$ cat config.mk
export PLATFORM = sky130hd
export DESIGN_NAME = uart_rx_flat
export DESIGN_NICKNAME = d
export VERILOG_FILES = /design/src/rtl/uart_rx_if.sv /design/src/rtl/uart_rx.sv /design/src/flat_wrapper.sv
export SDC_FILE = /design/constraint.sdc
export NUM_CORES = 1
export LEC_CHECK = 0
export CORE_MARGIN = 2
export CORE_UTILIZATION = 35
export CTS_BUF_LIST = sky130_fd_sc_hd__clkbuf_8
export CTS_CLUSTER_SIZE = 16
export DETAILED_ROUTE_END_ITERATION = 6
export PLACE_DENSITY = 0.54
export SETUP_SLACK_MARGIN = 0.2
export SLEW_MARGIN = 20
export SYNTH_ARGS = -nofsm -noshare
export SYNTH_HDL_FRONTEND = slang
export SYNTH_SLANG_ARGS = --single-unit
$ cat constraint.sdc
create_clock -name clk -period 2.6 [get_ports clk]
set_clock_uncertainty 0.1 [all_clocks]
set_input_delay 0.52 -clock clk [delete_from_list [all_inputs] [get_ports clk]]
set_output_delay 0.52 -clock clk [all_outputs]
set_load 0.03 [all_outputs]
$ cat src/rtl/uart_rx_if.sv
// Receiver-side bundle: serial line in, framed byte and status pulses out.
interface uart_rx_if #(
  parameter int DATA_BITS = 8
);
  logic                 rx;
  logic [DATA_BITS-1:0] data;
  logic                 valid;
  logic                 frame_err;
  logic                 busy;

  modport master (input rx, output data, output valid, output frame_err, output busy);
  modport slave  (output rx, input data, input valid, input frame_err, input busy);
endinterface

$ cat src/rtl/uart_rx.sv
// UART receiver for an idle-low line: high start bit, LSB-first data, low stop bit.
// Mid-bit sampling from a per-bit down-counter; stuck-high lines are parked in RECOVER.
//
// state   | meaning
// IDLE    | waiting for rx_s high (start-bit detection)
// START   | counting to the start-bit mid-point
// DATA    | sampling DATA_BITS data bits
// STOP    | counting to and sampling the stop bit
// RECOVER | after a framing error, waiting for the line to return low
module uart_rx #(
  parameter int CLKS_PER_BIT = 1,
  parameter int DATA_BITS    = 8
) (
  input  logic      clk,
  input  logic      rst,
  uart_rx_if.master bus
);

  typedef enum logic [2:0] {IDLE, START, DATA, STOP, RECOVER} state_e;

  localparam int HALF = (CLKS_PER_BIT - 1) / 2;
  localparam int CW   = $clog2(CLKS_PER_BIT + 1);
  localparam int IW   = $clog2(DATA_BITS + 1);

  localparam logic [CW-1:0] BIT_RELOAD  = CW'(CLKS_PER_BIT - 1);
  localparam logic [CW-1:0] HALF_RELOAD = CW'((HALF > 0) ? (HALF - 1) : 0);
  localparam logic [IW-1:0] LAST_IDX    = IW'(DATA_BITS - 1);

  logic                 sync1_q, sync2_q;
  logic                 rx_s;
  state_e               state_q, state_d;
  logic [CW-1:0]        cnt_q, cnt_d;
  logic [IW-1:0]        idx_q, idx_d;
  logic [DATA_BITS-1:0] shift_q, shift_d;
  logic [DATA_BITS-1:0] data_q, data_d;
  logic                 valid_q, valid_d;
  logic                 ferr_q, ferr_d;

  always_ff @(posedge clk or posedge rst) begin
    if (rst) begin
      sync1_q <= 1'b0;
      sync2_q <= 1'b0;
    end else begin
      sync1_q <= bus.rx;
      sync2_q <= sync1_q;
    end
  end

  assign rx_s = sync2_q;

  always_ff @(posedge clk or posedge rst) begin
    if (rst) begin
      state_q <= IDLE;
      cnt_q   <= '0;
      idx_q   <= '0;
      shift_q <= '0;
      data_q  <= '0;
      valid_q <= 1'b0;
      ferr_q  <= 1'b0;
    end else begin
      state_q <= state_d;
      cnt_q   <= cnt_d;
      idx_q   <= idx_d;
      shift_q <= shift_d;
      data_q  <= data_d;
      valid_q <= valid_d;
      ferr_q  <= ferr_d;
    end
  end

  always_comb begin
    state_d = state_q;
    cnt_d   = cnt_q;
    idx_d   = idx_q;
    shift_d = shift_q;
    data_d  = data_q;
    valid_d = 1'b0;
    ferr_d  = 1'b0;

    case (state_q)
      IDLE: begin
        if (rx_s) begin
          idx_d = '0;
          // With HALF==0 the detection cycle is already the start-bit sample.
          if (HALF == 0) begin
            state_d = DATA;
            cnt_d   = BIT_RELOAD;
          end else begin
            state_d = START;
            cnt_d   = HALF_RELOAD;
          end
        end
      end

      START: begin
        if (cnt_q != '0) begin
          cnt_d = cnt_q - 1'b1;
        end else if (rx_s) begin
          state_d = DATA;
          cnt_d   = BIT_RELOAD;
        end else begin
          state_d = IDLE;
        end
      end

      DATA: begin
        if (cnt_q != '0) begin
          cnt_d = cnt_q - 1'b1;
        end else begin
          cnt_d = BIT_RELOAD;
          for (int i = 0; i < DATA_BITS; i++) begin
            if (idx_q == IW'(i)) shift_d[i] = rx_s;
          end
          if (idx_q == LAST_IDX) state_d = STOP;
          else                   idx_d   = idx_q + 1'b1;
        end
      end

      STOP: begin
        if (cnt_q != '0) begin
          cnt_d = cnt_q - 1'b1;
        end else if (!rx_s) begin
          data_d  = shift_q;
          valid_d = 1'b1;
          state_d = IDLE;
        end else begin
          ferr_d  = 1'b1;
          state_d = RECOVER;
        end
      end

      RECOVER: begin
        if (!rx_s) state_d = IDLE;
      end

      default: state_d = IDLE;
    endcase
  end

  assign bus.data      = data_q;
  assign bus.valid     = valid_q;
  assign bus.frame_err = ferr_q;
  assign bus.busy      = (state_q != IDLE);

endmodule

$ cat src/flat_wrapper.sv
// flat-port wrapper written by rule: the top's interface ports become plain ports
module uart_rx_flat 
#(
  parameter int CLKS_PER_BIT = 1,
  parameter int DATA_BITS    = 8
)
  (clk, rst, bus_rx, bus_data, bus_valid, bus_frame_err, bus_busy);
  uart_rx_if #(.DATA_BITS(DATA_BITS)) bus_i ();
  input  logic clk;
  input  logic rst;
  input wire logic [$bits(bus_i.rx)-1:0] bus_rx;
  output wire logic [$bits(bus_i.data)-1:0] bus_data;
  output wire logic [$bits(bus_i.valid)-1:0] bus_valid;
  output wire logic [$bits(bus_i.frame_err)-1:0] bus_frame_err;
  output wire logic [$bits(bus_i.busy)-1:0] bus_busy;
  assign bus_i.rx = bus_rx;
  assign bus_data = bus_i.data;
  assign bus_valid = bus_i.valid;
  assign bus_frame_err = bus_i.frame_err;
  assign bus_busy = bus_i.busy;
  uart_rx #(.CLKS_PER_BIT(CLKS_PER_BIT), .DATA_BITS(DATA_BITS)) u_core (.clk(clk), .rst(rst), .bus(bus_i));
endmodule
==> results.sh, run 1 <==
export IMPL_finalSetupTns_ns=0
export IMPL_grt_ovfl_total=0
export IMPL_initial_utilization=0.362
export IMPL_path_cells="or3_2 -> dlygate4sd2_1"
export IMPL_clkTransAtPathRegs_ns=0.09
export IMPL_cts_resized=1
export IMPL_hold_viol_final=0
export IMPL_crit_fanout=8
export IMPL_final_nets=107
export IMPL_worstPathArrival_ns=1.63
export IMPL_core_area_mm2=0.00328
export IMPL_cts_tree="built"
export IMPL_io_buffers=13
export IMPL_crit_path_max_incr_delay_ns=0.50
export IMPL_finalSetupViolCount=0
export IMPL_worstSetupPathType="register to output pin"
export IMPL_drv_cap=0
export IMPL_reg2reg_to="u_core.shift_q[7]"
export IMPL_grt_max_degree=28
export IMPL_dpl_cell_area_mm2=0.00136
export IMPL_diodes=0
export IMPL_place_hpwl_um=1240
export IMPL_holdCritPathClass="register to register"
export IMPL_required_ns=1.98
export IMPL_grt_antenna_before_repair=0
export IMPL_slew_headroom=0.682
export IMPL_dr_pass1_iters=2
export IMPL_avgSynthCellArea_um2=14.0
export IMPL_cts_root_buffer="clkbuf_8"
export IMPL_syn_nets=92
export IMPL_syn_inst=85
export IMPL_fin_crit_ns=2.25
export IMPL_gp_congestion=0.696
export IMPL_ir_worst_vdd_v=0.000268
export IMPL_design_area_mm2=0.00140
export IMPL_vias_per_cell=4.82
export IMPL_final_max_slew_violation_count=0
export IMPL_tightest_slew_ns=0.475
export IMPL_num_rows=21
export IMPL_cts_made_buffers=3
export IMPL_hold_slack_ns=0.271
export IMPL_die_area_mm2=0.00387
export IMPL_drive_above_1_share=0.222
export IMPL_instances_no_fill=145
export IMPL_drc=0
export IMPL_seq_area_frac_synth=0.569
export IMPL_power_density_mw_per_mm2=1160
export IMPL_ys_ff_latch=27
export IMPL_cp_buffers_inverters=1
export IMPL_r2r_slack_ns=0.79
export IMPL_end_kind="output pin"
export IMPL_ios=14
export IMPL_drt_iter0_drc=15
export IMPL_wl_per_cell_um=12.6
export IMPL_die_y_um=62.2
export IMPL_detail_route_antenna_nets=0
export IMPL_min_path_cells=0
export IMPL_area_growth_pct=18.1
export IMPL_ys_warn_count=0
export IMPL_grt_pass1_wl_um=3340
export IMPL_insertion_delay_ns=0.27
export IMPL_die_w_um=62.2
export IMPL_dp_cells=141
export IMPL_p_leak_nw=0.614
export IMPL_post_route_period_util=0.866
export IMPL_regArea_um2=676
export IMPL_crit_family="flip-flops"
export IMPL_routed_wirelength_um=1820
export IMPL_critPathSlowestCell="dfrtp_1"
export IMPL_cts_hold_buf=0
export IMPL_cts_max_level=1
export IMPL_synth_area_mm2=0.00119
export IMPL_max_clock_path_buffers=2
export IMPL_r2r_start="u_core.state_q[2]"
export IMPL_setup_worst_path_start_class="register"
export IMPL_cts_sinks=27
export IMPL_fillers=319
export IMPL_cp_depth=2
export IMPL_grt_use_total=0.113
export IMPL_status="finished, final reports clean"
export IMPL_rr_worst_depth=3
export IMPL_fmax_ghz=0.444
export IMPL_cts_setup_buffers=0
export IMPL_crit_end="bus_busy"
export IMPL_startpoint="u_core.state_q[2]"
export IMPL_multiInputGateArea_um2=475
export IMPL_grt_pass1_vias=739
export IMPL_rsz0062_at_grt="no"
export IMPL_synth_distinct_cells=27
export IMPL_via_count=699
## cell usage in the layout, fill, tap and decap left out, drive strengths merged, types with 2 or more instances in the layout
master / instances
clkbuf: 3
a22o: 2
nor2: 3
nand3: 4
dfrtp: 27
nor4b: 2
clkdlybuf4s50: 12
inv: 3
and4b: 2
ha: 4
nand3b: 5
mux2: 17
and3: 2
## routing by layer
metal	track usage	up-vias	share of wire
li1	-	332	-
met1	0.130	350	0.44
met2	0.192	11	0.49
met3	0.0236	6	0.033
met4	0.0750	0	0.031
met5	0	-	0
## through the flow
step                total power (W)  worst slack, ns   util
finish                      0.00162            0.348  0.427
global route                0.00174            0.282  0.427
CTS                         0.00164            0.332  0.427
detailed placement          0.00141            0.407  0.413
global placement            0.00139            0.421  0.413
floorplan                   0.00121            0.918      -
## synth_stat cells (all sizes together)
cell type | number | share of area
a22o | 2 | 0.015
nand3b | 5 | 0.032
or3 | 1 | 0.0063
o21a | 1 | 0.0063
mux2 | 17 | 0.16
nand2 | 1 | 0.0032
and2 | 1 | 0.0053
a31oi | 1 | 0.0053
inv | 3 | 0.0095
nor2 | 3 | 0.0095
o21ai | 1 | 0.0042
xnor2 | 1 | 0.0074
clkbuf | 1 | 0.0032
nor4b | 2 | 0.027
dfrtp | 27 | 0.57
and4b | 2 | 0.017
a211o | 1 | 0.0074
nor3 | 1 | 0.014
nor3b | 1 | 0.0063
nand3 | 4 | 0.017
ha | 4 | 0.042
and3 | 2 | 0.015
buf | 3 | 0.018
## power by group
| group | leakage [nW] | internal (W) | switching (W) | total (W) |
|---|---|---|---|---|
| logic | 0.253 | 0.000354 | 0.000319 | 0.000673 |
| clock network | 0.0255 | 0.000107 | 0.000125 | 0.000232 |
| registers | 0.336 | 0.000583 | 0.000132 | 0.000715 |
| total | 0.614 | 0.00104 | 0.000576 | 0.00162 |
## worst min-delay path by stage
stage | start | to | slack [ns]
floorplan | u_core.sync1_q | u_core.rx_s | 0.23
global placement | u_core.sync1_q | u_core.rx_s | 0.24
detailed placement | u_core.sync1_q | u_core.rx_s | 0.26
CTS | u_core.sync1_q | u_core.rx_s | 0.28
global route | u_core.sync1_q | u_core.rx_s | 0.29
finish | u_core.sync1_q | u_core.rx_s | 0.27
## state kept, by name, indices dropped and copies added (netlist names)
signal / cells
u_core.sync1_q: 1
u_core.state_q: 3
u_core.bus.frame_err: 1
u_core.idx_q: 4
u_core.bus.valid: 1
u_core.bus.data: 8
u_core.shift_q: 8
u_core.rx_s: 1
## layout make-up
class                           instances  share of cell area
Timing Repair Buffer                   14              0.0972
Sequential cell                        27               0.482
Clock inverter                          1             0.00357
Tap cell                               46              0.0410
Multi-Input combinational cell         51               0.339
Inverter                                3             0.00803
Clock buffer                            3              0.0294
## logic make-up (layout without fill, tap and decap cells)
kind of cell | after synthesis | in the layout | share of synthesized area
DFF | 27 | 27 | 0.569
buffers and inverters | 7 | 21 | 0.0306
xor gates and xnor gates | 1 | 1 | 0.00738
adders and majority gates | 4 | 4 | 0.0422
and+or+nand+nor | 23 | 23 | 0.152
muxes | 17 | 17 | 0.161
AOI/OAI and AO/OA | 6 | 6 | 0.0379
Power figures use the tool's default switching activity.
==> run 2: changes to the inputs <==
- SLEW_MARGIN: 20 -> 15
==> results of run 2 <==
Final layout, timing and power as in run 1 (identical DEF).
==> run 3: changes to the inputs <==
- TNS_END_PERCENT: default -> 5
==> results of run 3 <==
Final layout, timing and power as in run 1 (identical DEF).
